File: src/rtl/key_event_ctrl_pkg.sv
// rtl/key_event_ctrl_pkg.sv - shared key FSM states, event codes and timing helper
package sdram_top_pkg;

   localparam logic [1:0] DISARMED = 2'd0;
   localparam logic [1:0] IDLE     = 2'd1;
   localparam logic [1:0] PRESSED  = 2'd2;
   localparam logic [1:0] HELD     = 2'd3;

   typedef enum logic [1:0] {
      EVT_NONE  = 2'd0,
      EVT_SHORT = 2'd1,
      EVT_LONG  = 2'd2
   } evt_t;

   // 64-bit intermediate keeps LONG_MS * 1e6 from wrapping for multi-second thresholds
   function automatic int unsigned ms_to_cycles(input int unsigned ms, input int unsigned clk_cyc_ns);
      return 32'((64'(ms) * 64'd1_000_000) / 64'(clk_cyc_ns));
   endfunction

endpackage

File: src/rtl/key_event_ctrl_classifier.sv
// rtl/key_event_ctrl_classifier.sv - press edge detect, press FSM and hold counter
module key_press_classifier
   import sdram_top_pkg::*;
#(
   parameter int unsigned LONG_CNT = 100_000_000,
   parameter logic        KEY_ACT  = 1'b0
) (
   input  logic       sysclk,
   input  logic       sysrst,
   input  logic       key_in,
   output logic [1:0] evt,
   output logic [1:0] state
);

   localparam int unsigned CNT_W = $clog2(LONG_CNT + 1);
   localparam logic [CNT_W-1:0] CNT_MAX  = CNT_W'(LONG_CNT);
   localparam logic [CNT_W-1:0] CNT_LAST = CNT_W'(LONG_CNT - 1);

   logic             key_dly_q;
   logic [1:0]       state_q, state_d;
   logic [CNT_W-1:0] cnt_q, cnt_d;
   logic [1:0]       evt_q, evt_d;
   logic             press_edge, release_edge;

   assign press_edge   = (key_dly_q != KEY_ACT) && (key_in == KEY_ACT);
   assign release_edge = (key_dly_q == KEY_ACT) && (key_in != KEY_ACT);

   always_comb begin
      state_d = state_q;
      cnt_d   = cnt_q;
      evt_d   = EVT_NONE;
      case (state_q)
         DISARMED: if (key_in != KEY_ACT) state_d = IDLE;
         IDLE: begin
            if (press_edge) begin
               state_d = PRESSED;
               cnt_d   = '0;
            end
         end
         PRESSED: begin
            if (release_edge) begin
               evt_d   = EVT_SHORT;
               state_d = IDLE;
            end else if (cnt_q == CNT_LAST) begin
               // Long press fires while still held; counter parks at the threshold
               cnt_d   = CNT_MAX;
               evt_d   = EVT_LONG;
               state_d = HELD;
            end else begin
               cnt_d = cnt_q + 1'b1;
            end
         end
         HELD:    if (release_edge) state_d = IDLE;
         default: state_d = DISARMED;
      endcase
   end

   always_ff @(posedge sysclk or posedge sysrst) begin
      if (sysrst) begin
         key_dly_q <= ~KEY_ACT;
         state_q   <= DISARMED;
         cnt_q     <= '0;
         evt_q     <= EVT_NONE;
      end else begin
         key_dly_q <= key_in;
         state_q   <= state_d;
         cnt_q     <= cnt_d;
         evt_q     <= evt_d;
      end
   end

   assign evt   = evt_q;
   assign state = state_q;

endmodule

File: src/rtl/key_event_ctrl.sv
// rtl/key_event_ctrl.sv - turns classified key presses into write/read test requests
module key_event_ctrl
   import sdram_top_pkg::*;
#(
   parameter int unsigned CLK_CYC = 10,
   parameter int unsigned LONG_MS = 1000,
   parameter logic        KEY_ACT = 1'b0,
   parameter int unsigned PAT_W   = 8
) (
   input  logic             sysclk,
   input  logic             sysrst,
   input  logic             key_in,
   output logic             wr_req,
   output logic             rd_req,
   input  logic             req_ack,
   output logic [PAT_W-1:0] pattern,
   output logic             evt_drop,
   output logic [1:0]       key_state
);

   localparam int unsigned LONG_CNT = ms_to_cycles(LONG_MS, CLK_CYC);

   logic [1:0]       evt;
   logic             wr_q, wr_d;
   logic             rd_q, rd_d;
   logic             drop_q, drop_d;
   logic [PAT_W-1:0] pat_q, pat_d;

   key_press_classifier #(
      .LONG_CNT (LONG_CNT),
      .KEY_ACT  (KEY_ACT)
   ) u_classifier (
      .sysclk (sysclk),
      .sysrst (sysrst),
      .key_in (key_in),
      .evt    (evt),
      .state  (key_state)
   );

   always_comb begin
      wr_d   = wr_q;
      rd_d   = rd_q;
      pat_d  = pat_q;
      drop_d = 1'b0;
      if (req_ack && wr_q) begin
         wr_d  = 1'b0;
         pat_d = pat_q + 1'b1;
      end
      if (req_ack && rd_q) rd_d = 1'b0;
      // Pending is judged on the pre-ack state, so an event meeting an ack is lost
      if (evt != EVT_NONE) begin
         if (wr_q || rd_q)        drop_d = 1'b1;
         else if (evt == EVT_SHORT) wr_d = 1'b1;
         else                     rd_d   = 1'b1;
      end
   end

   always_ff @(posedge sysclk or posedge sysrst) begin
      if (sysrst) begin
         wr_q   <= 1'b0;
         rd_q   <= 1'b0;
         drop_q <= 1'b0;
         pat_q  <= '0;
      end else begin
         wr_q   <= wr_d;
         rd_q   <= rd_d;
         drop_q <= drop_d;
         pat_q  <= pat_d;
      end
   end

   assign wr_req   = wr_q;
   assign rd_req   = rd_q;
   assign evt_drop = drop_q;
   assign pattern  = pat_q;

endmodule

File: config.mk
export PLATFORM = sky130hd
export DESIGN_NAME = key_event_ctrl
export DESIGN_NICKNAME = d
export VERILOG_FILES = /design/src/rtl/key_event_ctrl_pkg.sv /design/src/rtl/key_event_ctrl_classifier.sv /design/src/rtl/key_event_ctrl.sv
export SDC_FILE = /design/constraint.sdc
export NUM_CORES = 1
export LEC_CHECK = 0
export ABC_AREA = 0
export CORE_AREA = 5 5 70 72
export CTS_CLUSTER_SIZE = 30
export DETAILED_ROUTE_END_ITERATION = 6
export DIE_AREA = 0 0 75 77
export PLACE_DENSITY = 0.8
export SETUP_SLACK_MARGIN = 0.05
export SYNTH_ARGS = -nofsm -noshare
export SYNTH_HDL_FRONTEND = slang
export SYNTH_HIERARCHICAL = 1
export SYNTH_SLANG_ARGS = --single-unit
File: constraint.sdc
create_clock -name sysclk -period 3.6 [get_ports sysclk]
set_input_delay 0.54 -clock sysclk [delete_from_list [all_inputs] [get_ports sysclk]]
set_output_delay 0.54 -clock sysclk [all_outputs]
set_load 0.01 [all_outputs]
==> out/qor.csv <==
stage;metric;value;unit
status;result of the run;complete, no violations;
finish;final design instance area without fill;2750;um^2
route;number of vias after detailed routing;2172;
place;Post-Place Cell Area;2650;um^2
critical_path;stage delay of the slowest cell on the critical path;0.61;ns
clock_tree;hold_buf cts;0;
die;count of pins on the block boundary;17;
sta;Worst Skew;0.00485;ns
sta;setup repair after global routing missed its margin;false;
yosys;number of synthesized flops with an enable pin;0;
clock_tree;H-tree Lvls;2;
route;uppermost layer routed;met4;
sta;final cycle utilization of the critical path;79.3;%
place;global placement routability congestion;0.920;
route;drt via density;6.48;
finish;layout-stage area growth over the synthesis result;11.9;%
yosys;synthesized netlist net count;276;
yosys;largest area contributor in the netlist;sky130_fd_sc_hd__dfrtp_1;
clock_tree;CTS buffer count;5;
critical_path;Reg2Reg Depth;7;
sta;Final TNS setup;0;ns
grt;maximum number of pins on one net before global-route repair;33;
clock_tree;worst-skew pair later-pin latency;0.30;ns
route;number of DRC violations after detailed-routing iteration 0;184;
yosys;most used standard cell by instance count after synthesis;sky130_fd_sc_hd__dfrtp_1;
clock_tree;CTS Root Buffer Type;sky130_fd_sc_hd__clkbuf_8;
place;number of port buffers;16;
grt;sum of overflow across all layers after global routing;0;
sta;Final Hold Viols;0;
clock_tree;TritonCTS clock tree;done;
sta;Slew @ Worst Pin;0.696;ns
sta;Setup-failing EPs final;0;
grt;first-pass GRT wire length;9.80;mm
route;length of routed met3 wiring;346;um
yosys;Synth top area share;42.8;%
route;detailed-route wire length per cell;17.1;um
die;core box area;4230;um^2
sta;number of max-slew violations in the final report;0;
yosys;async set or reset register ratio after synthesis;100;%
sta;final worst path period need;2.85;ns
yosys;leading post-synthesis cells by instance count;sky130_fd_sc_hd__dfrtp_1 (42), sky130_fd_sc_hd__nand2_1 (29), sky130_fd_sc_hd__nand3_1 (24);
clock_tree;Post-CTS Resized;0;
clock_tree;clock slew at reported path FFs;0.08;ns
sta;worst slew margin relative to its limit;53.6;%
grt;antenna violations before repair;0;
power;static leakage power;1.15;nW
run;# Max-Cap Violations;0;
critical_path;Required @ worst endpoint;3.83;ns
clock_tree;total setup buffers inserted after CTS;0;
yosys;number of different library cells in the post-synthesis netlist;52;
grt;total track usage;21.5;%
yosys;total of flip-flops plus latches after synthesis;43;
finish;Ant. Diodes;0;
clock_tree;Num Clock Sinks;43;
place;Post-DP HPWL;4.00;mm
finish;final net count;292;
critical_path;crit path kind;reg -> reg;
die;effective utilization at floorplan;57.9;%
finish;fraction of layout cells with a size suffix above 1;7.07;%
route;final routed wirelength across all metal layers;5.71;mm
critical_path;gate family responsible for the most delay along the worst path;simple AND/OR/NAND/NOR gates;
min_path;instance count along the most critical hold path;1;
power;total power density per cell area;473;nW/um^2
route;count of antenna-violating nets left after detailed routing;0;
die;height of the die;77;um
route;number of detailed-routing iterations run before antenna repair;5;
critical_path;CP Buf/Inv Count;2;
place;placement-stage worst setup slack;0.856;ns
yosys;Yosys warning total;6;
finish;area of the multi-input gates;1290;um^2
yosys;Mapped Cells;266;
critical_path;cell-by-cell trace of the critical path;inv_1, ha_1, inv_2, o31ai_4, nand2_2, or4_1, nand3_1;
yosys;Post-synth top flop;sky130_fd_sc_hd__dfrtp_1;
sta;final worst-path setup slack;0.746;ns
critical_path;crit path max-delay cell type;sky130_fd_sc_hd__ha_1;
power;IR drop worst, VDD;0.395;mV
finish;number of fill cells;346;
clock_tree;Bufs on Longest Clock Path;2;
die;die span in x;75;um
yosys;sequential-to-total area share from yosys stat;43.9;%
critical_path;number of stages on the worst setup path;7;
sta;Highest Clock Rate;350;MHz
die;die footprint;5780;um^2
yosys;Post-Syn Area per Cell;9.22;um^2
route;total met2 wirelength after detailed routing;2.81;mm
critical_path;arrival time of the worst setup path;3.09;ns
die;number of rows in the core area;24;
critical_path;crit path capture type;flop;
route;drt drc;0;
min_path;Min-Delay Path Class;reg -> reg;
grt;number of global-route vias before repair;2043;
yosys;cells taking the most area after synthesis;sky130_fd_sc_hd__dfrtp_1 (43%), sky130_fd_sc_hd__nand3_1 (4.9%), sky130_fd_sc_hd__nand2_1 (4.4%), sky130_fd_sc_hd__o21ai_0 (3.9%), sky130_fd_sc_hd__ha_1 (3.1%);
finish;storage element area;1080;um^2
yosys;mapped cell area;2450;um^2
route;Met1 Wirelength;2.47;mm
critical_path;kind of start point of the critical path;flop;
critical_path;peak fanout along the critical path;17;
## layout by cell type (no fill, tap or decap), types with 4 or more instances in the layout
master,n
sky130_fd_sc_hd__dfrtp_1,42
sky130_fd_sc_hd__and3_1,5
sky130_fd_sc_hd__nand4_1,12
sky130_fd_sc_hd__inv_1,8
sky130_fd_sc_hd__ha_1,6
sky130_fd_sc_hd__nand3_1,24
sky130_fd_sc_hd__mux2i_1,4
sky130_fd_sc_hd__nor3_1,10
sky130_fd_sc_hd__or4_1,4
sky130_fd_sc_hd__a22o_1,8
sky130_fd_sc_hd__clkbuf_8,6
sky130_fd_sc_hd__clkdlybuf4s50_1,16
sky130_fd_sc_hd__nand2_1,29
sky130_fd_sc_hd__a21o_1,5
sky130_fd_sc_hd__xnor2_1,5
sky130_fd_sc_hd__and4_1,4
sky130_fd_sc_hd__or3_1,5
sky130_fd_sc_hd__o21ai_0,19
sky130_fd_sc_hd__nor2_1,14
## per-layer routing
metal / global-route usage (%) / vias up
met2: 32.5 / 97
met4: 7.83 / 0
met3: 5.23 / 7
li1: - / 1029
met1: 29.4 / 1039
met5: 0 / -
## state kept, by name, summed over array words and instances (netlist names)
register,count
rd_req,1
u_classifier/evt,2
wr_req,1
u_classifier/key_dly_q,1
u_classifier/state,2
u_classifier/cnt_q,27
pattern,8
evt_drop,1
## cells by family (layout without fill, tap and decap cells)
kind of cell	count (synthesis)	count (layout)	synth area share, %
compound gates	60	60	17.2
buf+inv	19	36	3.42
fa+ha+maj	6	6	3.06
simple gates	125	125	27.5
xor+xnor	8	8	2.86
mux	5	5	2.09
flops	43	43	43.9
## final cells by class
type / instances / share of cell area, %
clock buffers: 7 / 3.14
clock inverters: 1 / 0.319
inverters: 9 / 1.23
multi-input cells: 204 / 47.1
flip-flops and latches: 43 / 39.2
well taps: 52 / 2.37
repair buffers: 19 / 6.65
## power breakdown
part           internal [W]  total [W]  leakage (nW)  switching [W]
clock network      0.000157   0.000324        0.0484       0.000166
registers          0.000534   0.000606         0.588      0.0000720
logic              0.000162   0.000369         0.517       0.000207
total              0.000853    0.00130          1.15       0.000445
## final timing paths
kind / startpoint / endpoint / slack [ns]
max reg2reg: u_classifier/state[0] / u_classifier/cnt_q[21] / 0.75
max in group asynchronous: sysrst / u_classifier/key_dly_q / 2.59
min: pattern[7] / pattern[7] / 0.47
min reg2reg: pattern[7] / pattern[7] / 0.47
min in group asynchronous: sysrst / wr_req / 0.55
max: u_classifier/state[0] / u_classifier/cnt_q[21] / 0.75
## per-stage QoR
step                cells  utilization (%)  hold WS [ns]  power (W)
CTS                   335             64.9         0.485    0.00130
global route          335             64.9         0.502    0.00139
global placement      327             62.6         0.461   0.000970
finish                335             64.9         0.473    0.00130
floorplan             266                -         0.392   0.000854
detailed placement    327             62.6         0.470   0.000979
No activity file was read; power rests on OpenSTA's default activity.
